**src/rtl/tfhe_sched_pkg.sv**
```systemverilog
// Shared types for the TFHE PBS job scheduler: FSM states, descriptor layout, LED map.
package tfhe_sched_pkg;

    typedef enum logic [1:0] {
        ST_IDLE  = 2'd0,
        ST_LOAD  = 2'd1,
        ST_RUN   = 2'd2,
        ST_DRAIN = 2'd3
    } state_t;

    // Descriptor layout as the host register file presents it (32-bit words)
    localparam int JOB_DATA_W = 32;

    typedef struct packed {
        logic [JOB_DATA_W-1:0] addr;
        logic [JOB_DATA_W-1:0] len;
    } job_desc_t;

    localparam int LED_START = 7;
    localparam int LED_BUSY  = 6;
    localparam int LED_OVF   = 5;
    localparam int LED_LVL_W = 5;

endpackage

```
**src/rtl/tfhe_job_fifo.sv**
```systemverilog
// First-word-fall-through job descriptor FIFO with flush; push while full succeeds
// only when a pop happens in the same cycle.
module tfhe_job_fifo #(
    parameter int WIDTH = 64,
    parameter int DEPTH = 4
) (
    input  logic                     clk,
    input  logic                     reset_n,
    input  logic                     push,
    input  logic [WIDTH-1:0]         wr_data,
    input  logic                     pop,
    output logic [WIDTH-1:0]         rd_data,
    input  logic                     flush,
    output logic [$clog2(DEPTH):0]   level,
    output logic                     full,
    output logic                     empty
);

    localparam int AW = $clog2(DEPTH);
    localparam int LW = AW + 1;

    logic [WIDTH-1:0] mem [DEPTH];
    logic [AW-1:0]    wr_ptr;
    logic [AW-1:0]    rd_ptr;
    logic             do_push;
    logic             do_pop;

    assign empty   = (level == '0);
    assign full    = (level == LW'(DEPTH));
    assign do_pop  = pop && !empty;
    assign do_push = push && (!full || do_pop);
    assign rd_data = mem[rd_ptr];

    always_ff @(posedge clk or negedge reset_n) begin
        if (!reset_n) begin
            wr_ptr <= '0;
            rd_ptr <= '0;
            level  <= '0;
        end else if (flush) begin
            wr_ptr <= '0;
            rd_ptr <= '0;
            level  <= '0;
        end else begin
            if (do_push) wr_ptr <= wr_ptr + 1'b1;
            if (do_pop)  rd_ptr <= rd_ptr + 1'b1;
            level <= level + LW'(do_push) - LW'(do_pop);
        end
    end

    always_ff @(posedge clk) begin
        if (do_push && !flush) mem[wr_ptr] <= wr_data;
    end

endmodule

```
**src/rtl/tfhe_job_sched.sv**
```systemverilog
// PBS job scheduler: queues host descriptors and runs them back-to-back with
// programmable RUN/DRAIN latency emulation, abort, overflow and job accounting.
//
//   state    | meaning
//   ---------+-----------------------------------------------------------
//   ST_IDLE  | waiting; pops queue head when non-empty
//   ST_LOAD  | one cycle: publish descriptor, bump job_id, latch timers
//   ST_RUN   | counts down latched run length
//   ST_DRAIN | counts down latched drain length; last cycle pulses pbs_done
module tfhe_job_sched
    import tfhe_sched_pkg::*;
#(
    parameter int DATA_W      = 32,
    parameter int QUEUE_DEPTH = 4,
    parameter int CNT_W       = 32,
    parameter int ID_W        = 8
) (
    input  logic                           clk,
    input  logic                           reset_n,
    input  logic [DATA_W-1:0]              host_wr_addr,
    input  logic [DATA_W-1:0]              host_wr_len,
    input  logic                           start_pbs,
    input  logic                           abort,
    input  logic                           clr_status,
    input  logic [CNT_W-1:0]               run_cycles,
    input  logic [CNT_W-1:0]               drain_cycles,
    output logic [DATA_W-1:0]              host_rd_addr,
    output logic [DATA_W-1:0]              host_rd_len,
    output logic [ID_W-1:0]                job_id,
    output logic                           pbs_busy,
    output logic                           pbs_done,
    output logic                           pbs_aborted,
    output logic [$clog2(QUEUE_DEPTH):0]   queue_level,
    output logic                           queue_full,
    output logic                           overflow,
    output logic [DATA_W-1:0]              jobs_done,
    output logic [7:0]                     user_led
);

    typedef struct packed {
        logic [DATA_W-1:0] addr;
        logic [DATA_W-1:0] len;
    } job_t;

    state_t           state_q;
    state_t           state_d;
    logic             start_seen;
    logic             abort_q;
    logic             accept;
    logic             push;
    logic             pop;
    logic             drop;
    logic             fifo_empty;
    logic             tc;
    job_t             wr_job;
    job_t             rd_job;
    job_t             hold_job;
    logic [CNT_W-1:0] cnt_q;
    logic [CNT_W-1:0] drain_lat;
    logic [31:0]      lvl_ext;

    assign accept = start_pbs && !start_seen && !abort;
    assign pop    = (state_q == ST_IDLE) && !fifo_empty && !abort;
    assign push   = accept && (!queue_full || pop);
    assign drop   = accept && queue_full && !pop;
    assign tc     = (cnt_q == CNT_W'(1));

    assign wr_job.addr = host_wr_addr;
    assign wr_job.len  = host_wr_len;

    tfhe_job_fifo #(
        .WIDTH (2 * DATA_W),
        .DEPTH (QUEUE_DEPTH)
    ) u_fifo (
        .clk     (clk),
        .reset_n (reset_n),
        .push    (push),
        .wr_data (wr_job),
        .pop     (pop),
        .rd_data (rd_job),
        .flush   (abort),
        .level   (queue_level),
        .full    (queue_full),
        .empty   (fifo_empty)
    );

    always_comb begin
        state_d = state_q;
        if (abort) begin
            state_d = ST_IDLE;
        end else begin
            case (state_q)
                ST_IDLE:  if (!fifo_empty) state_d = ST_LOAD;
                ST_LOAD:  state_d = ST_RUN;
                ST_RUN:   if (tc) state_d = ST_DRAIN;
                ST_DRAIN: if (tc) state_d = ST_IDLE;
                default:  state_d = ST_IDLE;
            endcase
        end
    end

    // An abort landing on the final drain cycle cancels the completion
    assign pbs_done = (state_q == ST_DRAIN) && tc && !abort;

    always_ff @(posedge clk or negedge reset_n) begin
        if (!reset_n) begin
            state_q      <= ST_IDLE;
            start_seen   <= 1'b0;
            abort_q      <= 1'b0;
            pbs_busy     <= 1'b0;
            pbs_aborted  <= 1'b0;
            overflow     <= 1'b0;
            hold_job     <= '0;
            host_rd_addr <= '0;
            host_rd_len  <= '0;
            job_id       <= '0;
            jobs_done    <= '0;
            cnt_q        <= '0;
            drain_lat    <= '0;
        end else begin
            state_q     <= state_d;
            start_seen  <= start_pbs;
            abort_q     <= abort;
            pbs_busy    <= (state_d != ST_IDLE);
            pbs_aborted <= abort && !abort_q;

            if (drop)            overflow <= 1'b1;
            else if (clr_status) overflow <= 1'b0;

            if (pop) hold_job <= rd_job;

            if (!abort) begin
                case (state_q)
                    ST_LOAD: begin
                        host_rd_addr <= hold_job.addr;
                        host_rd_len  <= hold_job.len;
                        job_id       <= job_id + 1'b1;
                        cnt_q        <= (run_cycles == '0) ? CNT_W'(1) : run_cycles;
                        drain_lat    <= (drain_cycles == '0) ? CNT_W'(1) : drain_cycles;
                    end
                    ST_RUN: begin
                        cnt_q <= tc ? drain_lat : cnt_q - 1'b1;
                    end
                    ST_DRAIN: begin
                        if (tc) jobs_done <= jobs_done + 1'b1;
                        else    cnt_q     <= cnt_q - 1'b1;
                    end
                    default: ;
                endcase
            end
        end
    end

    assign lvl_ext = 32'(queue_level);

    always_comb begin
        user_led                       = '0;
        user_led[LED_START]            = start_pbs;
        user_led[LED_BUSY]             = pbs_busy;
        user_led[LED_OVF]              = overflow;
        user_led[LED_LVL_W-1:0]        = (lvl_ext > 32'd31) ? 5'd31 : lvl_ext[LED_LVL_W-1:0];
    end

endmodule

```
**config.mk**
```make
export PLATFORM = sky130hd
export DESIGN_NAME = tfhe_job_sched
export DESIGN_NICKNAME = d
export VERILOG_FILES = /design/src/rtl/tfhe_sched_pkg.sv /design/src/rtl/tfhe_job_fifo.sv /design/src/rtl/tfhe_job_sched.sv
export SDC_FILE = /design/constraint.sdc
export NUM_CORES = 1
export LEC_CHECK = 0
export ABC_AREA = 1
export BUFFER_PORTS_ARGS = -buffer_cell sky130_fd_sc_hd__buf_2
export CAP_MARGIN = 20
export CORE_AREA = 2 2 201 203
export CTS_CLUSTER_DIAMETER = 100
export DETAILED_ROUTE_END_ITERATION = 6
export DIE_AREA = 0 0 203 205
export PLACE_DENSITY = 0.77
export SYNTH_ARGS = -nofsm -noshare
export SYNTH_HDL_FRONTEND = slang
export SYNTH_SLANG_ARGS = --single-unit
```
**constraint.sdc**
```tcl
create_clock -name clk -period 13.4 [get_ports clk]
set_clock_uncertainty 0.05 [all_clocks]
set_input_delay 0.67 -clock clk [delete_from_list [all_inputs] [get_ports clk]]
set_output_delay 0.67 -clock clk [all_outputs]
set_load 0.1 [all_outputs]
```
==> results.py, run 1 <==
metrics = {
    "clock_tree": {
        "root_buffer": "clkbuf_16",
        "htreeDepth": 2,
        "cts_sinks": 502,
        "cts_tree": "yes",
        "clockBufferDepth": 3,
        "cts_buffers": 51,
        "cts_setup_buffers": 0,
        "holdBufCountCts": 0,
        "clk_latency_ps": 600,
        "cts_resized": 0,
        "clkSlewWorstSetupHoldPaths_ps": 60,
    },
    "grt": {
        "first_global_vias": 15380,
        "grt_pass1_wl_um": 82430,
        "grt_overflow_total": 0,
        "grt_start_max_net_pins": 121,
        "track_usage_pct": 25.31,
        "antenna_found_initial": 15,
    },
    "floorplan": {
        "initial_core_util_pct": 54.54,
        "core_um2": 39370,
        "die-area_um2": 41620,
        "die_w_um": 203,
        "pin_count": 253,
        "die_y_um": 205,
        "num_rows": 73,
    },
    "power_and_ir_drop": {
        "finalPower_uw": 5365,
        "ir_drop_mv": 0.1997,
        "comb_power_share_pct": 34.6,
        "power.share.clock_pct": 25.9,
        "switching_share_pct": 41.94,
        "share_seq_of_total_power_pct": 39.4,
        "p_switching_uw": 2250,
        "p_int_uw": 3115,
        "power.leakage_uw": 0.01070,
        "p_per_area_nw_per_um2": 216.6,
    },
    "worst_setup_path": {
        "crit_arrival_ps": 3910,
        "r2r_cells": 6,
        "reg2reg_to": "job_id[7]$_DFFE_PN0P_",
        "setup.worst_path.start": "state_q[1]$_DFF_PN0_",
        "crit_path_end": "job_id[7]$_DFFE_PN0P_",
        "rrSetupSlack_ps": 9920,
        "worst_setup_path_end_kind": "register",
        "critical_path_class": "reg -> reg",
        "rr_startpoint": "state_q[1]$_DFF_PN0_",
        "start_kind": "register",
        "critPathMaxFanout": 102,
        "worst_ep_required_time_ps": 13820,
    },
    "yosys": {
        "synth_top_area_cell": "edfxtp_1",
        "ys_async_sr_fraction_pct": 49.00,
        "netlist_area_um2": 21470,
        "synth_cell_types": 42,
        "synth_area_per_cell_um2": 9.867,
        "synthCells": 2176,
        "synth-seq-cells": 502,
        "synth-main-ff-cell": "edfxtp_1",
        "yosysWarnings": 0,
        "yosysSeqAreaShare_pct": 64.48,
        "synth.area.top_cells": "edfxtp_1, dfrtp_1, nand2_1",
        "netlist.area_leader.share_pct": 35.80,
        "synth_edf_count": 256,
    },
    "route": {
        "drt_iter0_drc": 1474,
        "drt_first_pass_iters": 6,
        "routed_wl_um": 52600,
        "post_drt_via_cell_ratio": 5.451,
        "drcViolationCount": 0,
        "ant_nets": 0,
        "via_count": 16160,
        "wire_per_inst_um": 17.75,
    },
    "timing": {
        "finalSetupTns_ps": 0,
        "drv_slew": 0,
        "relSlewSlack_pct": 34.70,
        "hold_viol": 0,
        "fmax_ghz": 0.2871,
        "min_period_over_period_pct": 25.99,
        "period_needed_ps": 3483,
        "worst_pin_slew_ps": 979.5,
        "holdWs_ps": 74.62,
        "rsz0062_at_grt": "no",
        "setup_viol": 0,
    },
    "hold_path": {
        "hold_path.class": "in -> async",
    },
    "placement": {
        "gp_congestion": 0.9599,
        "io_buffers": 250,
        "dp_hpwl_um": 34040,
    },
    "cells_and_area": {
        "nFillCells": 3194,
        "layout-area-overhead-vs-synth_pct": 15.36,
        "final_nets": 2536,
        "drive_gt1_share_pct": 16.23,
    },
    "outcome": {
        "outcome": "finished clean",
    },
    "run": {
        "maxCapViolCount": 0,
    },
}
## Yosys cell counts, types with 11 or more instances
cell / instances
nand4_1: 16
dfrtp_1: 246
o21ai_1: 15
nand2_1: 438
nor2_2: 11
o21ai_0: 301
nand3_1: 73
nor3_1: 25
buf_2: 27
a21oi_1: 21
o22ai_1: 65
inv_1: 198
nor2_1: 318
clkbuf_1: 63
edfxtp_1: 256
xor2_1: 26
## layout by cell type, fill, tap and decap left out, types with 2 or more instances in the layout
cell type	count
a21oi_1	21
a31o_2	2
buf_2	249
buf_4	12
bufinv_16	3
clkbuf_1	11
clkbuf_16	51
clkbuf_8	5
clkinv_1	6
clkinv_2	15
clkinvlp_4	2
conb_1	2
dfrtp_1	244
diode_2	5
edfxtp_1	256
ha_1	10
inv_1	195
inv_16	2
inv_2	4
mux2_2	6
nand2_1	438
nand2_2	7
nand3_1	72
nand4_1	16
nor2_1	313
nor2_2	12
nor2_4	6
nor3_1	25
nor3_2	2
nor3b_1	2
nor4_1	4
o21a_1	2
o21ai_0	301
o21ai_1	15
o22ai_1	65
or2_2	2
xnor2_1	10
xor2_1	26
## worst min-delay path by stage
stage                      startpoint                     to  slack (ps)  cells after the start
global route                  reset_n  cnt_q[12]$_DFFE_PN0P_         140                      1
finish                        reset_n  cnt_q[12]$_DFFE_PN0P_          70                      1
floorplan                     reset_n      abort_q$_DFF_PN0_         320                      0
global placement    abort_q$_DFF_PN0_  pbs_aborted$_DFF_PN0_         370                      1
CTS                           reset_n  cnt_q[12]$_DFFE_PN0P_         140                      1
detailed placement  abort_q$_DFF_PN0_  pbs_aborted$_DFF_PN0_         340                      1
## registers in the layout (all words and copies together), names as in the netlist, 8 cells and up
signal	flops
cnt_q	32
drain_lat	32
host_rd_len	32
job_id	8
u_fifo.mem	256
hold_job	64
host_rd_addr	32
jobs_done	32
## power groups by stage
stage	registers [µW]	clock network [µW]	logic [µW]
2_1_floorplan	2750	0	798
3_3_place_gp	2130	0	1800
3_5_place_dp	2140	0	1840
4_1_cts	2110	1420	1850
5_1_grt	2150	1480	2010
6_report	2120	1390	1860
## layer usage
| metal | global-route usage [%] | vias to the layer above | share of wire [%] |
|---|---|---|---|
| li1 | - | 7667 | - |
| met1 | 34.67 | 7740 | 42 |
| met2 | 40.14 | 618 | 47 |
| met3 | 5.536 | 113 | 8.2 |
| met4 | 9.124 | 20 | 2.9 |
| met5 | 0 | - | 0.28 |
## cell type report
type	count	area, µm²	area share, %
inverters	202	762.0	3.076
well taps	525	656.9	2.652
multi-input cells	1370	6436	25.98
clock buffers	67	1386	5.597
clock inverters	28	256.5	1.036
flip-flops and latches	502	13850	55.91
repair buffers	265	1410	5.693
diodes	5	12.51	0.05052
## cell families after synthesis
| logic type | count (synthesis) | share of synthesized area, % |
|---|---|---|
| AND/OR/NAND/NOR | 904 | 17.14 |
| buffers and inverters | 305 | 5.775 |
| flip-flops | 502 | 64.48 |
| XOR/XNOR | 36 | 1.469 |
| adder cells (fa/ha/maj) | 11 | 0.6760 |
| other | 1 | 0.01747 |
| AO/OA/AOI/OAI | 411 | 10.13 |
| multiplexers | 6 | 0.3147 |
## per-stage QoR
stage / std cells / setup WS [ps] / cell area (µm²) / util [%]
after floorplan: 2177 / 7773 / 21470 / -
after global placement: 2861 / 10100 / 23050 / 58.56
after detailed placement: 2862 / 9967 / 23070 / 58.61
after CTS: 2957 / 9916 / 24720 / 62.79
after global routing: 2962 / 9590 / 24760 / 62.91
final: 2964 / 9917 / 24770 / 62.92
## worst max-delay path: stages, from the launching register on
cell and delay (ps):
dfrtp_1 490, inv_2 480, nand3_4 790, buf_4 710, nor3b_1 440, nand4_1 170, xnor2_1 150
Power figures use the tool's default switching activity.
==> run 2, diff against run 1 <==
--- a/config.mk
+++ b/config.mk
@@ -5,7 +5,7 @@
 export SDC_FILE = /design/constraint.sdc
 export NUM_CORES = 1
 export LEC_CHECK = 0
-export ABC_AREA = 1
+export ABC_AREA = 0
 export BUFFER_PORTS_ARGS = -buffer_cell sky130_fd_sc_hd__buf_2
 export CAP_MARGIN = 20
 export CORE_AREA = 2 2 201 203
==> constraint.sdc (replaced) <==
create_clock -name clk -period 3 [get_ports clk]
set_clock_uncertainty 0.05 [all_clocks]
set_input_delay 0.15 -clock clk [delete_from_list [all_inputs] [get_ports clk]]
set_output_delay 0.15 -clock clk [all_outputs]
set_load 0.1 [all_outputs]
==> results.py, run 2 <==
metrics = {
    "outcome": {
        "outcome": "complete, but fails checks",
        "violations": "negative setup slack",
    },
    "yosys": {
        "synth-main-ff-cell": "edfxtp_1",
        "ys_async_sr_fraction_pct": 49.00,
        "synth-seq-cells": 502,
        "synth_edf_count": 256,
        "synth_most_common_cell": "edfxtp_1",
        "synth_top_area_cell": "edfxtp_1",
        "synth_common_cells": "edfxtp_1, dfrtp_1, mux2_2",
        "yosysSeqAreaShare_pct": 67.99,
        "synthCells": 1246,
        "synth.area.top_cells": "edfxtp_1, dfrtp_1, mux2_2",
        "netlist_area_um2": 20360,
        "netlist.area_leader.share_pct": 37.76,
        "synth_cell_types": 62,
        "yosysWarnings": 0,
        "synth_area_per_cell_um2": 16.34,
    },
    "cells_and_area": {
        "largest-register": "u_fifo.mem",
        "final_cell_mix": "edfxtp_1, buf_2, dfrtp_1",
        "layout-area-overhead-vs-synth_pct": 26.19,
        "reg_top3": "u_fifo.mem (256), hold_job (64)",
        "multi_input_area_um2": 6160,
        "antenna_cells": 0,
        "final_nets": 1814,
        "fin_cells": 2237,
        "nFillCells": 2635,
        "regArea_um2": 13850,
        "drive_gt1_share_pct": 37.79,
        "layout_commonest_cell": "edfxtp_1",
        "largest_reg_flops": 256,
    },
    "power_and_ir_drop": {
        "p_int_uw": 15370,
        "share_seq_of_total_power_pct": 39.0,
        "power.leakage_uw": 0.01009,
        "switching_share_pct": 39.49,
        "comb_power_share_pct": 36.2,
        "ir_drop_mv": 0.9639,
        "p_per_area_nw_per_um2": 988.7,
        "power.share.clock_pct": 24.8,
        "p_switching_uw": 10030,
    },
    "worst_setup_path": {
        "critPathMaxFanout": 2,
        "rr_startpoint": "cnt_q[18]$_DFFE_PN0P_",
        "path_cells": "or4_4 -> or3_4 -> buf_6 -> or3_4 -> nor3_4 -> buf_12",
        "rrSetupSlack_ps": 40,
        "reg2reg_to": "cnt_q[24]$_DFFE_PN0P_",
        "start_kind": "register",
        "worst_setup_path_end_kind": "output pin",
        "max_stage_delay_ps": 540,
        "worst_ep_required_time_ps": 2800,
        "crit_arrival_ps": 2810,
        "cp_common_cell": "or3_4",
        "r2r_cells": 8,
        "critical_path_class": "reg -> out",
        "crit_slowest_cell": "or4_4",
    },
    "floorplan": {
        "pin_count": 253,
        "num_rows": 73,
        "initial_core_util_pct": 51.72,
        "die_w_um": 203,
        "die_y_um": 205,
        "core_um2": 39370,
        "die-area_um2": 41620,
    },
    "route": {
        "drt_iter0_drc": 868,
        "ant_nets": 0,
        "met2_length_um": 23870,
        "drt_first_pass_iters": 5,
        "post_drt_via_cell_ratio": 5.705,
        "wl_met1_um": 19760,
        "wire_per_inst_um": 21.64,
        "wl_met3_um": 3437,
        "routed_wl_um": 48420,
        "topRoutingLayerUsed": "met5",
        "drcViolationCount": 0,
        "via_count": 12760,
    },
    "timing": {
        "holdWs_ps": 96.80,
        "drv_slew": 0,
        "period_needed_ps": 3013,
        "setup_viol": 1,
        "timing.final.ws_setup_ps": -13.38,
        "worst_pin_slew_ps": 930.0,
        "rsz0062_at_grt": "yes",
        "finalSetupTns_ps": -13.38,
        "fmax_ghz": 0.3319,
        "min_period_over_period_pct": 100.4,
        "relSlewSlack_pct": 37.43,
        "hold_viol": 0,
    },
    "clock_tree": {
        "clockBufferDepth": 3,
        "htreeDepth": 2,
        "cts_sinks": 502,
        "cts_tree": "yes",
        "clkSlewWorstSetupHoldPaths_ps": 60,
        "root_buffer": "clkbuf_16",
        "cts_buffers": 51,
        "clk_latency_ps": 610,
    },
    "grt": {
        "grt_overflow_total": 0,
        "track_usage_pct": 23.70,
        "antenna_found_initial": 1,
        "grt_pass1_wl_um": 75530,
        "first_global_vias": 13340,
        "grt_start_max_net_pins": 82,
    },
    "placement": {
        "io_buffers": 250,
        "gp_congestion": 0.8936,
        "dpl.cell_count": 2005,
        "dp_hpwl_um": 29640,
    },
    "hold_path": {
        "hold_path.class": "in -> async",
    },
    "run": {
        "maxCapViolCount": 0,
    },
}
[run 2: changes by cell type after synthesis, sizes merged, moves of 62 or more]
| cell | before | now |
|---|---|---|
| mux4 | 0 | 64 |
| inv | 201 | 24 |
| o21ai | 316 | 50 |
| nor2 | 332 | 40 |
| o22ai | 65 | 3 |
| mux2 | 6 | 159 |
| nand2 | 446 | 30 |
[run 2: timing repair]
action                                  in CTS  in global routing
hold endpoints to repair                   411                  0
gates resized for setup                      3                  1
buffers inserted                             5                  1
pin swaps                                    4                  3
endpoints found under the setup margin       1                 24
hold buffers                               131                  0
[run 2: cell families after synthesis]
family,after synthesis,synth area share (%)
buffers and inverters,94,2.157
other,1,0.01842
flip-flops,502,67.99
adder cells (fa/ha/maj),11,0.7129
XOR/XNOR,44,1.893
AO/OA/AOI/OAI,144,4.732
multiplexers,225,15.97
AND/OR/NAND/NOR,225,6.520
[run 2: area by class of cell]
cell class / count / share of cell area [%]
clock buffer: 72 / 5.552
timing repair buffer: 440 / 12.69
inverter: 24 / 0.3506
tap: 525 / 2.557
clock inverter: 23 / 0.9545
multi-input combinational: 651 / 23.97
sequential: 502 / 53.93
[run 2: metal layers]
layer / GRT usage [%] / up-vias
li1: - / 5646
met1: 30.87 / 6531
met2: 39.57 / 482
met3: 5.647 / 101
met4: 7.690 / 2
met5: 0 / -
[run 2: worst max-delay path by stage]
stage | end | slack (ps) | from | depth (start not counted)
detailed placement | cnt_q[30]$_DFFE_PN0P_ | 40 | cnt_q[1]$_DFFE_PN0P_ | 8
finish | pbs_done | -10 | cnt_q[18]$_DFFE_PN0P_ | 6
global route | pbs_done | -90 | cnt_q[14]$_DFFE_PN0P_ | 6
global placement | cnt_q[30]$_DFFE_PN0P_ | 110 | cnt_q[1]$_DFFE_PN0P_ | 8
CTS | pbs_done | -130 | cnt_q[18]$_DFFE_PN0P_ | 6
floorplan | jobs_done[12]$_DFFE_PN0P_ | -140 | cnt_q[18]$_DFFE_PN0P_ | 7
[run 2: stage by stage]
stage | setup slack, ps | power, µW | util [%] | instance area [µm²]
final | -13.38 | 25400 | 65.26 | 25690
after detailed placement | 41.17 | 18950 | 57.52 | 22640
after floorplan | -137.5 | 16890 | - | 20420
after global routing | -92.11 | 26430 | 65.26 | 25690
after global placement | 110.3 | 18720 | 57.52 | 22640
after CTS | -133.5 | 25470 | 65.24 | 25680
[run 2: power by group through the flow]
stage                     sequential (µW)  clock, µW  combinational [µW]
final                                9910       6300                9190
after floorplan                     13000          0                3840
after global routing                10100       6670                9660
after detailed placement             9980          0                8970
after global placement               9900          0                8820
after CTS                            9890       6400                9180
[run 2: worst max-delay path: cells and delay by family (launching register included)]
kind	cells	cell delay, ps
buffers and inverters	2	340
flip-flops	1	380
AND/OR/NAND/NOR	4	1500
==> run 3, diff against run 2 <==
--- a/config.mk
+++ b/config.mk
@@ -12,7 +12,7 @@
 export CTS_CLUSTER_DIAMETER = 100
 export DETAILED_ROUTE_END_ITERATION = 6
 export DIE_AREA = 0 0 203 205
-export PLACE_DENSITY = 0.77
+export PLACE_DENSITY = 0.75
 export SYNTH_ARGS = -nofsm -noshare
 export SYNTH_HDL_FRONTEND = slang
 export SYNTH_SLANG_ARGS = --single-unit
==> results.py, run 3 (same netlist as run 2, synthesis figures left out) <==
metrics = {
    "outcome": {
        "outcome": "finished clean",
    },
    "power_and_ir_drop": {
        "p_per_area_nw_per_um2": 1002,
        "ir_drop_mv": 0.8653,
        "finalPower_uw": 25710,
        "power.leakage_uw": 0.01009,
    },
    "cells_and_area": {
        "largest-register": "u_fifo.mem",
        "nFillCells": 2720,
        "largest_reg_flops": 256,
        "final_nets": 1808,
        "layout-area-overhead-vs-synth_pct": 26.06,
        "drive_gt1_share_pct": 38.28,
        "layout_commonest_cell": "edfxtp_1",
        "reg_top3": "u_fifo.mem (256), hold_job (64)",
        "regArea_um2": 13860,
        "final_cell_mix": "edfxtp_1, buf_2, dfrtp_1",
        "multi_input_area_um2": 6185,
    },
    "route": {
        "drcViolationCount": 0,
        "ant_nets": 0,
        "post_drt_via_cell_ratio": 5.688,
        "wire_per_inst_um": 22.05,
        "routed_wl_um": 49250,
        "drt_first_pass_iters": 5,
        "drt_iter0_drc": 933,
        "via_count": 12710,
    },
    "grt": {
        "first_global_vias": 13240,
        "grt_pass1_wl_um": 75640,
        "grt_start_max_net_pins": 87,
        "grt_busiest_layer": "met2",
        "antenna_found_initial": 4,
        "grt_util_met3_pct": 5.504,
        "met1_usage_pct": 30.63,
        "grt_overflow_total": 0,
        "track_usage_pct": 23.82,
        "grt_util_met2_pct": 39.69,
    },
    "floorplan": {
        "num_rows": 73,
        "core_um2": 39370,
        "pin_count": 253,
        "die_y_um": 205,
        "die_w_um": 203,
        "die-area_um2": 41620,
        "initial_core_util_pct": 51.72,
    },
    "clock_tree": {
        "root_buffer": "clkbuf_16",
        "cts_buffers": 51,
        "htreeDepth": 2,
        "clkSlewWorstSetupHoldPaths_ps": 60,
        "clk_latency_ps": 600,
        "cts_tree": "yes",
        "cts_sinks": 502,
        "clockBufferDepth": 3,
    },
    "placement": {
        "dp_hpwl_um": 29570,
        "gp_congestion": 0.8911,
        "detailedPlace.worstSlack_ps": 39.15,
        "io_buffers": 250,
    },
    "timing": {
        "hold_viol": 0,
        "min_period_over_period_pct": 98.03,
        "relSlewSlack_pct": 28.36,
        "period_needed_ps": 2941,
        "rsz0062_at_grt": "no",
        "timing.final.ws_setup_ps": 58.99,
        "drv_slew": 0,
        "fmax_ghz": 0.3400,
        "setup_viol": 0,
        "worst_pin_slew_ps": 1075,
    },
    "hold_path": {
        "hold_path.class": "in -> async",
    },
    "worst_setup_path": {
        "worst_setup_path_end_kind": "output pin",
        "worst_ep_required_time_ps": 2800,
        "critical_path_class": "reg -> out",
        "critPathMaxFanout": 2,
        "crit_arrival_ps": 2740,
        "start_kind": "register",
    },
    "run": {
        "maxCapViolCount": 0,
    },
}
-- run 3: changes by cell type in the layout (fill, tap and decap cells not counted), moves of 2 or more --
| cell | before | now |
|---|---|---|
| bufinv_16 | 3 | 6 |
| buf_12 | 19 | 12 |
| clkbuf_1 | 15 | 6 |
| diode_2 | 0 | 3 |
| clkinv_1 | 4 | 6 |
| clkinv_2 | 7 | 11 |
-- run 3: final cells by class --
cell class,instances,area share [%]
sequential,502,53.99
inverter,24,0.3510
multi-input combinational,651,24.10
antenna,3,0.02925
tap,525,2.559
clock inverter,34,1.516
clock buffer,61,5.275
timing repair buffer,434,12.18
-- run 3: per-stage QoR --
stage / hold WS [ps] / setup TNS [ps] / utilization, % / cell area (µm²) / cells
after floorplan: -195.6 / -137.5 / - / 20420 / 1247
after global placement: 183.9 / 0 / 57.14 / 22490 / 1999
after detailed placement: 188.6 / 0 / 57.14 / 22490 / 1999
after CTS: 100.5 / 0 / 65.07 / 25620 / 2230
after global routing: 144.0 / 0 / 65.19 / 25660 / 2233
final: 137.5 / 0 / 65.19 / 25660 / 2234
-- run 3: final timing paths --
path / from / endpoint / slack (ps) / cells past startpoint
min: reset_n / cnt_q[23]$_DFFE_PN0P_ / 140 / 2
max: cnt_q[18]$_DFFE_PN0P_ / pbs_done / 60 / 5
min in group clk: run_cycles[16] / cnt_q[16]$_DFFE_PN0P_ / 150 / 5
max in group asynchronous: reset_n / host_rd_len[16]$_DFFE_PN0P_ / 1940 / 3
max reg2reg: cnt_q[18]$_DFFE_PN0P_ / cnt_q[24]$_DFFE_PN0P_ / 80 / 8
min reg2reg: abort_q$_DFF_PN0_ / pbs_aborted$_DFF_PN0_ / 340 / 1
-- run 3: per-layer routing --
metal	wire length (µm)	vias up	part of all wire [%]
li1	-	5651	-
met1	20050	6466	41
met2	24110	475	49
met3	3497	110	7.1
met4	1568	4	3.2
met5	27	-	0.055
-- run 3: critical path, stage by stage, from the launching register on --
cell	delay (ps)
dfrtp_1	370
or4_4	540
or3_4	400
or3_4	380
nor3_4	250
buf_12	220
-- run 3: timing repair --
action | in CTS | in global routing
buffers inserted | 5 | 1
setup endpoints to repair | 1 | 5
hold buffers | 131 | 0
resized for setup | 6 | 8
endpoints found under the hold margin | 410 | 0
pin swaps | 4 | 3
cloned | 0 | 0
-- run 3: power breakdown --
| group | switching (µW) | total, µW | internal (µW) |
|---|---|---|---|
| Clock | 2750 | 6530 | 3780 |
| Combinational | 6160 | 9240 | 3080 |
| Sequential | 1210 | 9950 | 8740 |
| Total | 10100 | 25700 | 15600 |
